`src/rtl/alu_unit_pkg.sv`:
```
// Shared opcode encodings, default widths and decode class for the ALU execution unit.
// The MUL-family encodings always exist here; alu_unit only decodes them when ALU_UNIT_MUL_EN is defined.
package alu_unit_pkg;

  localparam int XLEN_DEF  = 32;
  localparam int ROB_W_DEF = 4;
  localparam int OP_W_DEF  = 6;

  localparam logic TRUE  = 1'b1;
  localparam logic FALSE = 1'b0;

  localparam logic [OP_W_DEF-1:0] OP_ADD    = 6'd0;
  localparam logic [OP_W_DEF-1:0] OP_SUB    = 6'd1;
  localparam logic [OP_W_DEF-1:0] OP_XOR    = 6'd2;
  localparam logic [OP_W_DEF-1:0] OP_OR     = 6'd3;
  localparam logic [OP_W_DEF-1:0] OP_AND    = 6'd4;
  localparam logic [OP_W_DEF-1:0] OP_SLL    = 6'd5;
  localparam logic [OP_W_DEF-1:0] OP_SRL    = 6'd6;
  localparam logic [OP_W_DEF-1:0] OP_SRA    = 6'd7;
  localparam logic [OP_W_DEF-1:0] OP_SLT    = 6'd8;
  localparam logic [OP_W_DEF-1:0] OP_SLTU   = 6'd9;
  localparam logic [OP_W_DEF-1:0] OP_ADDI   = 6'd10;
  localparam logic [OP_W_DEF-1:0] OP_XORI   = 6'd11;
  localparam logic [OP_W_DEF-1:0] OP_ORI    = 6'd12;
  localparam logic [OP_W_DEF-1:0] OP_ANDI   = 6'd13;
  localparam logic [OP_W_DEF-1:0] OP_SLLI   = 6'd14;
  localparam logic [OP_W_DEF-1:0] OP_SRLI   = 6'd15;
  localparam logic [OP_W_DEF-1:0] OP_SRAI   = 6'd16;
  localparam logic [OP_W_DEF-1:0] OP_SLTI   = 6'd17;
  localparam logic [OP_W_DEF-1:0] OP_SLTIU  = 6'd18;
  localparam logic [OP_W_DEF-1:0] OP_BEQ    = 6'd19;
  localparam logic [OP_W_DEF-1:0] OP_BNE    = 6'd20;
  localparam logic [OP_W_DEF-1:0] OP_BLT    = 6'd21;
  localparam logic [OP_W_DEF-1:0] OP_BGE    = 6'd22;
  localparam logic [OP_W_DEF-1:0] OP_BLTU   = 6'd23;
  localparam logic [OP_W_DEF-1:0] OP_BGEU   = 6'd24;
  localparam logic [OP_W_DEF-1:0] OP_JALR   = 6'd25;
  localparam logic [OP_W_DEF-1:0] OP_MUL    = 6'd26;
  localparam logic [OP_W_DEF-1:0] OP_MULH   = 6'd27;
  localparam logic [OP_W_DEF-1:0] OP_MULHSU = 6'd28;
  localparam logic [OP_W_DEF-1:0] OP_MULHU  = 6'd29;

  typedef enum logic [1:0] {
    CLS_NONE   = 2'd0,
    CLS_ALU    = 2'd1,
    CLS_BRANCH = 2'd2,
    CLS_JUMP   = 2'd3
  } op_class_e;

endpackage

```
`src/rtl/alu_result_fifo.sv`:
```
// In-order DEPTH-entry result queue; push writes tail on the edge, head is visible the next cycle.
// Full blocks push regardless of a same-cycle pop; flush and reset empty it; rdy low freezes it.
module alu_result_fifo #(
  parameter int W     = 70,
  parameter int DEPTH = 4
) (
  input  logic         clk,
  input  logic         rst,
  input  logic         rdy,
  input  logic         flush,
  input  logic         push,
  input  logic         pop_req,
  input  logic [W-1:0] push_entry,
  output logic [W-1:0] head_entry,
  output logic         valid,
  output logic         full
);

  localparam int PW = $clog2(DEPTH);
  localparam int CW = $clog2(DEPTH + 1);

  logic [W-1:0]  mem [DEPTH];
  logic [PW-1:0] head;
  logic [PW-1:0] tail;
  logic [CW-1:0] count;
  logic          pop;

  assign valid      = (count != '0);
  assign full       = (count == CW'(DEPTH));
  assign pop        = valid && pop_req && rdy;
  assign head_entry = mem[head];

  always_ff @(posedge clk or negedge rst) begin
    if (!rst) begin
      head  <= '0;
      tail  <= '0;
      count <= '0;
      for (int i = 0; i < DEPTH; i++) mem[i] <= '0;
    end else if (flush) begin
      // Flush wins over any same-cycle push or pop.
      head  <= '0;
      tail  <= '0;
      count <= '0;
    end else begin
      if (push) begin
        mem[tail] <= push_entry;
        tail      <= tail + 1'b1;
      end
      if (pop) head <= head + 1'b1;
      if (push && !pop)      count <= count + 1'b1;
      else if (!push && pop) count <= count - 1'b1;
    end
  end

endmodule

```
`src/rtl/alu_unit.sv`:
```
// Single-cycle integer ALU feeding an in-order CDB result queue; result on cdb_* one cycle after accept.
// in_ready drops when full, on flush or when rdy is low; MUL family is built only with ALU_UNIT_MUL_EN.
module alu_unit
  import alu_unit_pkg::*;
#(
  parameter int XLEN  = XLEN_DEF,
  parameter int ROB_W = ROB_W_DEF,
  parameter int OP_W  = OP_W_DEF,
  parameter int DEPTH = 4
) (
  input  logic             clk,
  input  logic             rst,
  input  logic             rdy,
  input  logic             flush,
  input  logic             in_valid,
  output logic             in_ready,
  input  logic [OP_W-1:0]  in_opcode,
  input  logic [ROB_W-1:0] in_rob,
  input  logic [XLEN-1:0]  in_lhs,
  input  logic [XLEN-1:0]  in_rhs,
  input  logic [XLEN-1:0]  in_pc,
  input  logic [XLEN-1:0]  in_imm,
  output logic             cdb_valid,
  input  logic             cdb_grant,
  output logic [XLEN-1:0]  cdb_result,
  output logic [ROB_W-1:0] cdb_rob,
  output logic [XLEN-1:0]  cdb_target,
  output logic             cdb_jump,
  output logic             cdb_taken
);

  localparam int SH_W = $clog2(XLEN);
  localparam int EW   = 2 * XLEN + ROB_W + 2;

  logic [SH_W-1:0] shamt;
  logic [XLEN-1:0] result;
  logic [XLEN-1:0] target;
  logic [XLEN-1:0] jalr_sum;
  logic            cond;
  logic            lt_s;
  logic            lt_u;
  logic            eq;
  op_class_e       cls;
  logic            full;
  logic            push;
  logic [EW-1:0]   push_entry;
  logic [EW-1:0]   head_entry;

`ifdef ALU_UNIT_MUL_EN
  logic [2*XLEN-1:0] prod_uu;
  logic [2*XLEN-1:0] prod_ss;
  logic [2*XLEN-1:0] prod_su;

  // Double-width products of extended operands; the high half selects the signedness variant.
  assign prod_uu = {{XLEN{1'b0}}, in_lhs} * {{XLEN{1'b0}}, in_rhs};
  assign prod_ss = {{XLEN{in_lhs[XLEN-1]}}, in_lhs} * {{XLEN{in_rhs[XLEN-1]}}, in_rhs};
  assign prod_su = {{XLEN{in_lhs[XLEN-1]}}, in_lhs} * {{XLEN{1'b0}}, in_rhs};
`endif

  assign shamt    = in_rhs[SH_W-1:0];
  assign lt_s     = ($signed(in_lhs) < $signed(in_rhs));
  assign lt_u     = (in_lhs < in_rhs);
  assign eq       = (in_lhs == in_rhs);
  assign jalr_sum = in_lhs + in_imm;

  always_comb begin
    result = '0;
    cond   = FALSE;
    cls    = CLS_NONE;
    case (in_opcode)
      OP_ADD,  OP_ADDI:  begin result = in_lhs + in_rhs;              cls = CLS_ALU; end
      OP_SUB:            begin result = in_lhs - in_rhs;              cls = CLS_ALU; end
      OP_XOR,  OP_XORI:  begin result = in_lhs ^ in_rhs;              cls = CLS_ALU; end
      OP_OR,   OP_ORI:   begin result = in_lhs | in_rhs;              cls = CLS_ALU; end
      OP_AND,  OP_ANDI:  begin result = in_lhs & in_rhs;              cls = CLS_ALU; end
      OP_SLL,  OP_SLLI:  begin result = in_lhs << shamt;              cls = CLS_ALU; end
      OP_SRL,  OP_SRLI:  begin result = in_lhs >> shamt;              cls = CLS_ALU; end
      OP_SRA,  OP_SRAI:  begin result = $signed(in_lhs) >>> shamt;    cls = CLS_ALU; end
      OP_SLT,  OP_SLTI:  begin result = {{(XLEN-1){1'b0}}, lt_s};     cls = CLS_ALU; end
      OP_SLTU, OP_SLTIU: begin result = {{(XLEN-1){1'b0}}, lt_u};     cls = CLS_ALU; end
      OP_BEQ:            begin cond = eq;    cls = CLS_BRANCH; end
      OP_BNE:            begin cond = !eq;   cls = CLS_BRANCH; end
      OP_BLT:            begin cond = lt_s;  cls = CLS_BRANCH; end
      OP_BGE:            begin cond = !lt_s; cls = CLS_BRANCH; end
      OP_BLTU:           begin cond = lt_u;  cls = CLS_BRANCH; end
      OP_BGEU:           begin cond = !lt_u; cls = CLS_BRANCH; end
      OP_JALR:           begin result = in_pc + XLEN'(4);             cls = CLS_JUMP; end
`ifdef ALU_UNIT_MUL_EN
      OP_MUL:            begin result = prod_uu[XLEN-1:0];            cls = CLS_ALU; end
      OP_MULH:           begin result = XLEN'(prod_ss >> XLEN);       cls = CLS_ALU; end
      OP_MULHSU:         begin result = XLEN'(prod_su >> XLEN);       cls = CLS_ALU; end
      OP_MULHU:          begin result = XLEN'(prod_uu >> XLEN);       cls = CLS_ALU; end
`endif
      default: ;
    endcase
    if (cls == CLS_BRANCH) result = {{(XLEN-1){1'b0}}, cond};
  end

  always_comb begin
    target = '0;
    if (cls == CLS_BRANCH)    target = in_pc + in_imm;
    else if (cls == CLS_JUMP) target = jalr_sum & ~XLEN'(1);
  end

  // Ready ignores cdb_grant so there is no combinational grant->ready path.
  assign in_ready   = rdy && !flush && !full;
  assign push       = in_valid && in_ready;
  assign push_entry = {result, in_rob, target, (cls == CLS_JUMP), (cls == CLS_BRANCH) && cond};

  alu_result_fifo #(
    .W     (EW),
    .DEPTH (DEPTH)
  ) u_result_fifo (
    .clk        (clk),
    .rst        (rst),
    .rdy        (rdy),
    .flush      (flush),
    .push       (push),
    .pop_req    (cdb_grant),
    .push_entry (push_entry),
    .head_entry (head_entry),
    .valid      (cdb_valid),
    .full       (full)
  );

  assign {cdb_result, cdb_rob, cdb_target, cdb_jump, cdb_taken} = head_entry;

endmodule

```
`config.mk`:
```
export PLATFORM = sky130hd
export DESIGN_NAME = alu_unit
export DESIGN_NICKNAME = d
export VERILOG_FILES = /design/src/rtl/alu_unit_pkg.sv /design/src/rtl/alu_result_fifo.sv /design/src/rtl/alu_unit.sv
export SDC_FILE = /design/constraint.sdc
export NUM_CORES = 1
export LEC_CHECK = 0
export BUFFER_PORTS_ARGS = -buffer_cell sky130_fd_sc_hd__buf_2
export CAP_MARGIN = 20
export CORE_ASPECT_RATIO = 2
export CORE_MARGIN = 5
export CORE_UTILIZATION = 50
export CTS_BUF_LIST = sky130_fd_sc_hd__clkbuf_2 sky130_fd_sc_hd__clkbuf_4 sky130_fd_sc_hd__clkbuf_8
export CTS_CLUSTER_SIZE = 16
export DETAILED_ROUTE_END_ITERATION = 16
export PLACE_DENSITY_LB_ADDON = 0.12
export SYNTH_ARGS = -nofsm -noshare
export SYNTH_HDL_FRONTEND = slang
export SYNTH_SLANG_ARGS = --single-unit
```
`constraint.sdc`:
```
create_clock -name clk -period 2.7 [get_ports clk]
set_input_delay 0 -clock clk [delete_from_list [all_inputs] [get_ports clk]]
set_output_delay 0 -clock clk [all_outputs]
set_load 0.005 [all_outputs]
```
# Word-level counts from Yosys, hierarchy flattened
# Cells that the tools add are included.
# classes
n_addsub,9
magnitude_cmp,5
n_eq_ne,29
shift,3
n_mux,19
n_bitwise,6
reduce_logical,33
# op_table
op,count
$pmux W32 S11,1
$bwmux W280,1
$mux W70,3
$bmux W70 S2,1
$demux W70 S2,1
$add A32 B32 Y32,3
$mux W32,3
$lt A32 B32 Y1,2
$eq A6 B5 Y1 const B,10
$eq A6 B4 Y1 const B,8
$add A32 B3 Y32 const B,1
$and A32 B32 Y32,1
$eq A32 B32 Y1,1
$or A32 B32 Y32,1
$shl A32 B5 Y32,1
$shr A32 B5 Y32,1
$sshr A32 B5 Y32,1
$sub A32 B32 Y32,1
$xor A32 B32 Y32,1
$eq A6 B3 Y1 const B,4
$reduce_or A19 Y1,1
$reduce_or A2 Y1,9
$eq A6 B2 Y1 const B,2
$logic_and A1 B1 Y1,9
20 further kinds,37
# word_totals
reg_bits,287
inputBits,144
output_inout_bits,72
elab_cells,111

# Logic depth before layout (Yosys ltp)
# depth
word_depth,9
mapped_depth,17
depth_no_buf,14

# Modules after synthesis
# Synthesis repeated with hierarchy kept, for this count alone.
# unflattened
cells_unflattened,2589
area_unflattened_um2,26943.3
# modules_own_cells
mod,instances,cells_each,area_each_um2,seq_area_each_um2
alu_result_fifo,1,727,14020.9,7181.9
alu_unit,1,1862,12922.4,0.0

# Worst setup path after synthesis
# No wires, ideal clock.
# synth_timing
path_type,input -> register
start,in in_rhs[3]
end,reg u_result_fifo.mem[108] in the netlist's numbering
setup_time_ns,0.125
arrival_time_ns,3.676
required_time_ns,2.575
path_slack_ns,-1.100
stages,16
n_path_buf,4
cell_sequence,inv_1 > clkbuf_1 > clkbuf_1 > buf_1 > ha_1 > clkbuf_2 > or3b_2 > a31oi_2 > o31a_2 > nor4_4 > o211ai_2 > a21o_1 > a21oi_1 > o21a_1 > or3_4 > mux2_2
# synth_via
elab_chain_len,5
elab_cells_between_ends,13
cone_classes,2 x order compare; 1 x eq/ne; 3 x shift; 4 x mux; 3 x reduce/logical
# synth_rtl
element,line,source
start: declaration,alu_unit.sv:20,"input logic [XLEN-1:0] in_rhs,"
"$lt A32 B32 Y1, or another cell as far along",alu_unit.sv:62,assign lt_u = (in_lhs < in_rhs);
"$logic_not A1 Y1, on equally long branches","alu_unit.sv:86, alu_unit.sv:82, alu_unit.sv:84",
$pmux W1 S6,alu_unit.sv:70,case (in_opcode)
$mux W32 (*),alu_unit.sv:96,"if (cls == CLS_BRANCH) result = {{(XLEN-1){1'b0}}, cond};"
$bwmux W280 (*),alu_result_fifo.sv:46,mem[tail] <= push_entry;
end signal: indexed assignment,alu_result_fifo.sv:46,
end: declaration,alu_result_fifo.sv:22,logic [W-1:0] mem [DEPTH];
# Every way passes the cells marked *; elsewhere a longest branch is shown, timed or not.
# A chain may end at the register's enable or synchronous reset.

# Worst setup path after layout
# layout_timing
start,in in_lhs[6]
end,reg u_result_fifo.mem[108] in the netlist's numbering
# layout_via
elab_chain_len,5
elab_cells_between_ends,13
cone_classes,2 x order compare; 1 x eq/ne; 3 x shift; 4 x mux; 3 x reduce/logical
# layout_rtl
element,line,source
start: declaration,alu_unit.sv:19,"input logic [XLEN-1:0] in_lhs,"
"$lt A32 B32 Y1, or another cell as far along",alu_unit.sv:62,
"$logic_not A1 Y1, on equally long branches","alu_unit.sv:86, alu_unit.sv:82, alu_unit.sv:84",
$pmux W1 S6,alu_unit.sv:70,
$mux W32 (*),alu_unit.sv:96,
$bwmux W280 (*),alu_result_fifo.sv:46,
# Marked as above.

==> summary.md <==
Dividing the synthesized area by the synthesized cell count gives 9.00 sq um. The checks that failed: negative hold slack, negative setup slack. In the final layout, the multi-input gates occupy 17,700 sq um. The number of buffers on the longest clock path was 3; the highest ir drop seen on vdd was 0.721 mV. The xor/xnor share of the synthesized area is 0.0294, and the number of endpoints failing setup at the final stage is 4. The tools report the setup total negative slack as -131 ps.

Counting stages on the worst path, the most repeated cell is buf_4. The adder and majority gate portion of the synthesized area works out to 0.0868. By area, the combinational part of the netlist is dominated by compound AO/OA/AOI/OAI gates. The initial cell density of the core is 0.504, and the initial antenna violation count is 12.

The share of the synthesized area in compound gates (AO/OA/AOI/OAI) is 0.215. The min-delay analysis places its worst path in the category input port to async pin. The number of global-route vias before repair came out at 29,300. The tools report the final hold slack as -35.9 ps. The async set-reset flop share out of synthesis was 1.00. In this run the register-to-register setup slack is 120 ps. TritonCTS built the clock tree.

In this run the horizontal extent of the chip is 170 microns. The number of buffers inserted by port buffering is 215, and the wire length of the first global-routing pass is 179,000 microns. The filler cells instantiated in the layout total 4,292.

In this run the worst path has a maximum fanout of 7. The critical path ends at u_result_fifo.mem[108]$_DFFE_PN0P_. Counting every net in the synthesized netlist gives 3,169. The count of mapped cells out of synthesis was 2,850. In this run the critical register-to-register path is captured at u_result_fifo.mem[154]$_DFFE_PN0P_. The count of clock tree sinks was 287; the proportion of synthesized area in mux cells was 0.198.

The critical path goes through buf_2, inv_1, ha_2, buf_4, buf_4, nand2b_1, o311a_1, o31a_4, nor4_4, o211ai_2, buf_4, o21ai_0, a21oi_1, o21a_1, or3_4, mux2_2. Routability-driven placement finished with a final weighted congestion of 1.17. For this run, the leading register cell type out of synthesis is dfrtp_1.

Counting cells, the worst reg-to-reg path comes to 6. After synthesis, the cell types taking the most area are dfrtp_1, mux2_2, mux4_2. The die covers 56,200 sq um. After clock tree synthesis, the clock-pin slew on the worst setup and hold paths is 70 ps. The largest individual stage delay along the critical path comes from the cell o31a_4.

The DRC violation count after routing is 0, and the part of the cycle the worst path needs is 1.01. The number of vias after detailed routing is 28,100, and the estimated wirelength of the detail-placed design is 97,300 microns. The final layout contains 4,009 nets.

The H-tree was split into 2 levels. The final hold violation count was 10. Synthesis instantiated 99 different standard cells from the library.

Data on the critical path arrives at its endpoint at 3230 ps. The logs give 117 for the number of core rows and -929 ps for the minimum setup slack after placement. The worst-case setup margin in the final layout came out at -38.5 ps. The worst slew slack as a fraction of its limit was 0.319; the register area share after synthesis was 0.280. In this run, synthesis inferred 0 flip-flops with an integrated enable. The flow ran to the end, but the final reports show violations.

Counting I/O delays and the setup requirement, the final critical path takes 2740 ps. The count of warnings emitted by yosys is 0. Data on the critical path is required at its endpoint by 3190 ps. The origin of the worst setup path was in_lhs[6].

The tool flagged a number of max-cap violations equal to 0. The total iterations of the first detailed-routing run is 6. The tools report the aggregate global-route resource usage as 0.427.

The instance count on the critical path was 16; the fraction of layout cells with a size suffix above 1 was 0.395. The final design utilization is 0.674. Proportion of netlist area held by the largest area contributor: 0.280.

By startpoint and endpoint, the worst setup path is classified as input port to flop. For the final database, setup skew stands at 24.1 ps. Power per standard cell area: 449 nW/um^2. The tools report the number of nets still failing antenna checks after routing as 0. The cell type with the largest total area after synthesis is dfrtp_1. The worst path buffer plus inverter count was 5. The die is 330 microns tall. Pin slew with the least headroom to its limit: 1010 ps. Type of destination of the critical path: a flop.

The tools report the buffer type at the clock tree root as clkbuf_8. The final count of pins violating max slew is 0, and the routed wirelength normalized by instance count is 27.9 microns. Counting the buffers created by CTS gives 42. Summing internal, switching and leakage power gives 15.4 mW. The sequential cells in the finished layout cover a total of 7190 sq um.

The area growth from synthesis to layout is 33.8%. The total detailed-routing wirelength came out at 122,000 microns. The number of synthesized register bits came out at 287.

Clock latency on the worst-skew pair, taken at its later pin, is 600 ps. Family of cells with the greatest summed delay on the critical path: compound AO/OA/AOI/OAI gates. The delay of the slowest cell on the worst path is 410 ps. The total overflow left after global routing is 0. The pin count of the biggest net entering global routing came out at 103. Static timing analysis puts the maximum clock frequency at 365 MHz.

Using the TritonRoute via totals, the vias-per-cell ratio works out to 6.42. The number of ports placed on the die boundary came out at 216. In this run, the number of DRC markers left after iteration 0 of detailed routing was 2,342. Setup repair after global routing could not meet its margin everywhere. The logs give 25,700 sq um for the cell area after technology mapping and 50,900 sq um for the core footprint.

The worst setup path is launched from an input port. Post-synthesis share of cell area spent on and, or, nand and nor gates: 0.141. The leakage power total is 16.4 nW.

In this run the critical register-to-register path is launched from u_result_fifo.count[0]$_DFFE_PN0P_.
-- final cells by class --
cell class / count / area share
Clock inverter: 18 / 0.00543
Multi-Input combinational cell: 2247 / 0.517
Antenna cell: 10 / 0.000729
Timing Repair Buffer: 983 / 0.208
Sequential cell: 287 / 0.209
Clock buffer: 56 / 0.0214
Tap cell: 654 / 0.0238
Inverter: 129 / 0.0144
-- cell usage after synthesis (19+ instances only) --
library cell  number
a31oi_1           20
a21o_1            36
o21ai_0          228
nor2_1           246
clkbuf_1         122
xor2_1            38
mux4_2            96
a211oi_1          40
inv_1            128
nor3_1            47
nand2_1          277
dfrtp_1          287
nand2b_1          30
buf_1             21
o22ai_1           31
a22oi_1           20
mux2_2           205
xnor2_1           48
a21oi_1          181
nand4_1           19
buf_2             36
o211ai_1          31
nand3_1           51
mux2i_1           48
ha_1             170
a221oi_1          34
-- power by group --
part / switching, mW / total (mW) / internal, mW / leakage (nW)
Clock: 1.76 / 3.84 / 2.08 / 0.489
Combinational: 3.36 / 6.36 / 3.01 / 12.0
Sequential: 0.338 / 5.21 / 4.87 / 3.90
Total: 5.45 / 15.4 / 9.96 / 16.4
-- per-stage QoR --
stage          instances  hold slack, ps  cell area, sq um
2_1_floorplan       2850            -296             26000
3_3_place_gp        4284            28.3             32900
3_5_place_dp        4285            46.5             32900
4_1_cts             4369            14.6             34000
5_1_grt             4376            32.9             34300
6_report            4384           -35.9             34300
-- worst min path at each step --
stage | start | to | slack [ps] | cells past startpoint
floorplan | rst | u_result_fifo.count[0]$_DFFE_PN0P_ | -300 | 0
global placement | rst | u_result_fifo.mem[80]$_DFFE_PN0P_ | 30 | 1
detailed placement | rst | u_result_fifo.mem[213]$_DFFE_PN0P_ | 50 | 1
CTS | rst | u_result_fifo.mem[213]$_DFFE_PN0P_ | 10 | 2
global route | rst | u_result_fifo.mem[80]$_DFFE_PN0P_ | 30 | 2
finish | rst | u_result_fifo.mem[80]$_DFFE_PN0P_ | -40 | 2
-- state kept, by name, summed over array words and instances (netlist names) --
register and count:
u_result_fifo.tail 2, u_result_fifo.head 2, u_result_fifo.mem 280, u_result_fifo.count 3
-- worst register-to-register path: cells and delay by family, from the launching register on --
family          cells  cell delay (ps)
buf+inv             2              380
compound gates      1              500
flops               1              390
mux                 1              360
simple gates        2              820
-- kinds of logic (layout without fill, tap and decap cells) --
kind of cell / Yosys count / in the layout
other: 0 / 10
xor gates and xnor gates: 86 / 86
and+or+nand+nor: 793 / 793
AOI/OAI and AO/OA: 837 / 837
muxes: 356 / 356
buffers and inverters: 316 / 1186
adders and majority gates: 175 / 175
DFF: 287 / 287
-- per-layer routing --
metal	GRT usage	vias to the layer above	wire length, microns
li1	-	12300	-
met5	0	-	37
met4	0.419	6	15600
met3	0.0920	692	8490
met2	0.725	1583	59600
met1	0.417	13500	38400
-- placed cells by master (no fill, tap or decap), drive strengths merged, types with 19 or more instances in the layout --
cell / n
dfrtp: 287
buf: 971
mux4: 99
a22oi: 20
a31oi: 21
nand2b: 30
clkbuf: 59
nand3: 51
mux2i: 48
nand2: 277
nor3: 47
a221oi: 35
a211oi: 42
a21o: 36
xor2: 38
inv: 128
nand4: 19
o211ai: 32
xnor2: 48
mux2: 209
o22ai: 31
ha: 170
nor2: 247
a21oi: 183
o21ai: 243
-- repair_timing --
item	CTS	global route
cloned	0	1
pin swaps	1	9
resized for setup	4	59
endpoints found under the hold margin	188	0
buffers inserted	1	3
hold buffers	9	0
setup endpoints to repair	16	113
(Power assumes the default switching activity.)
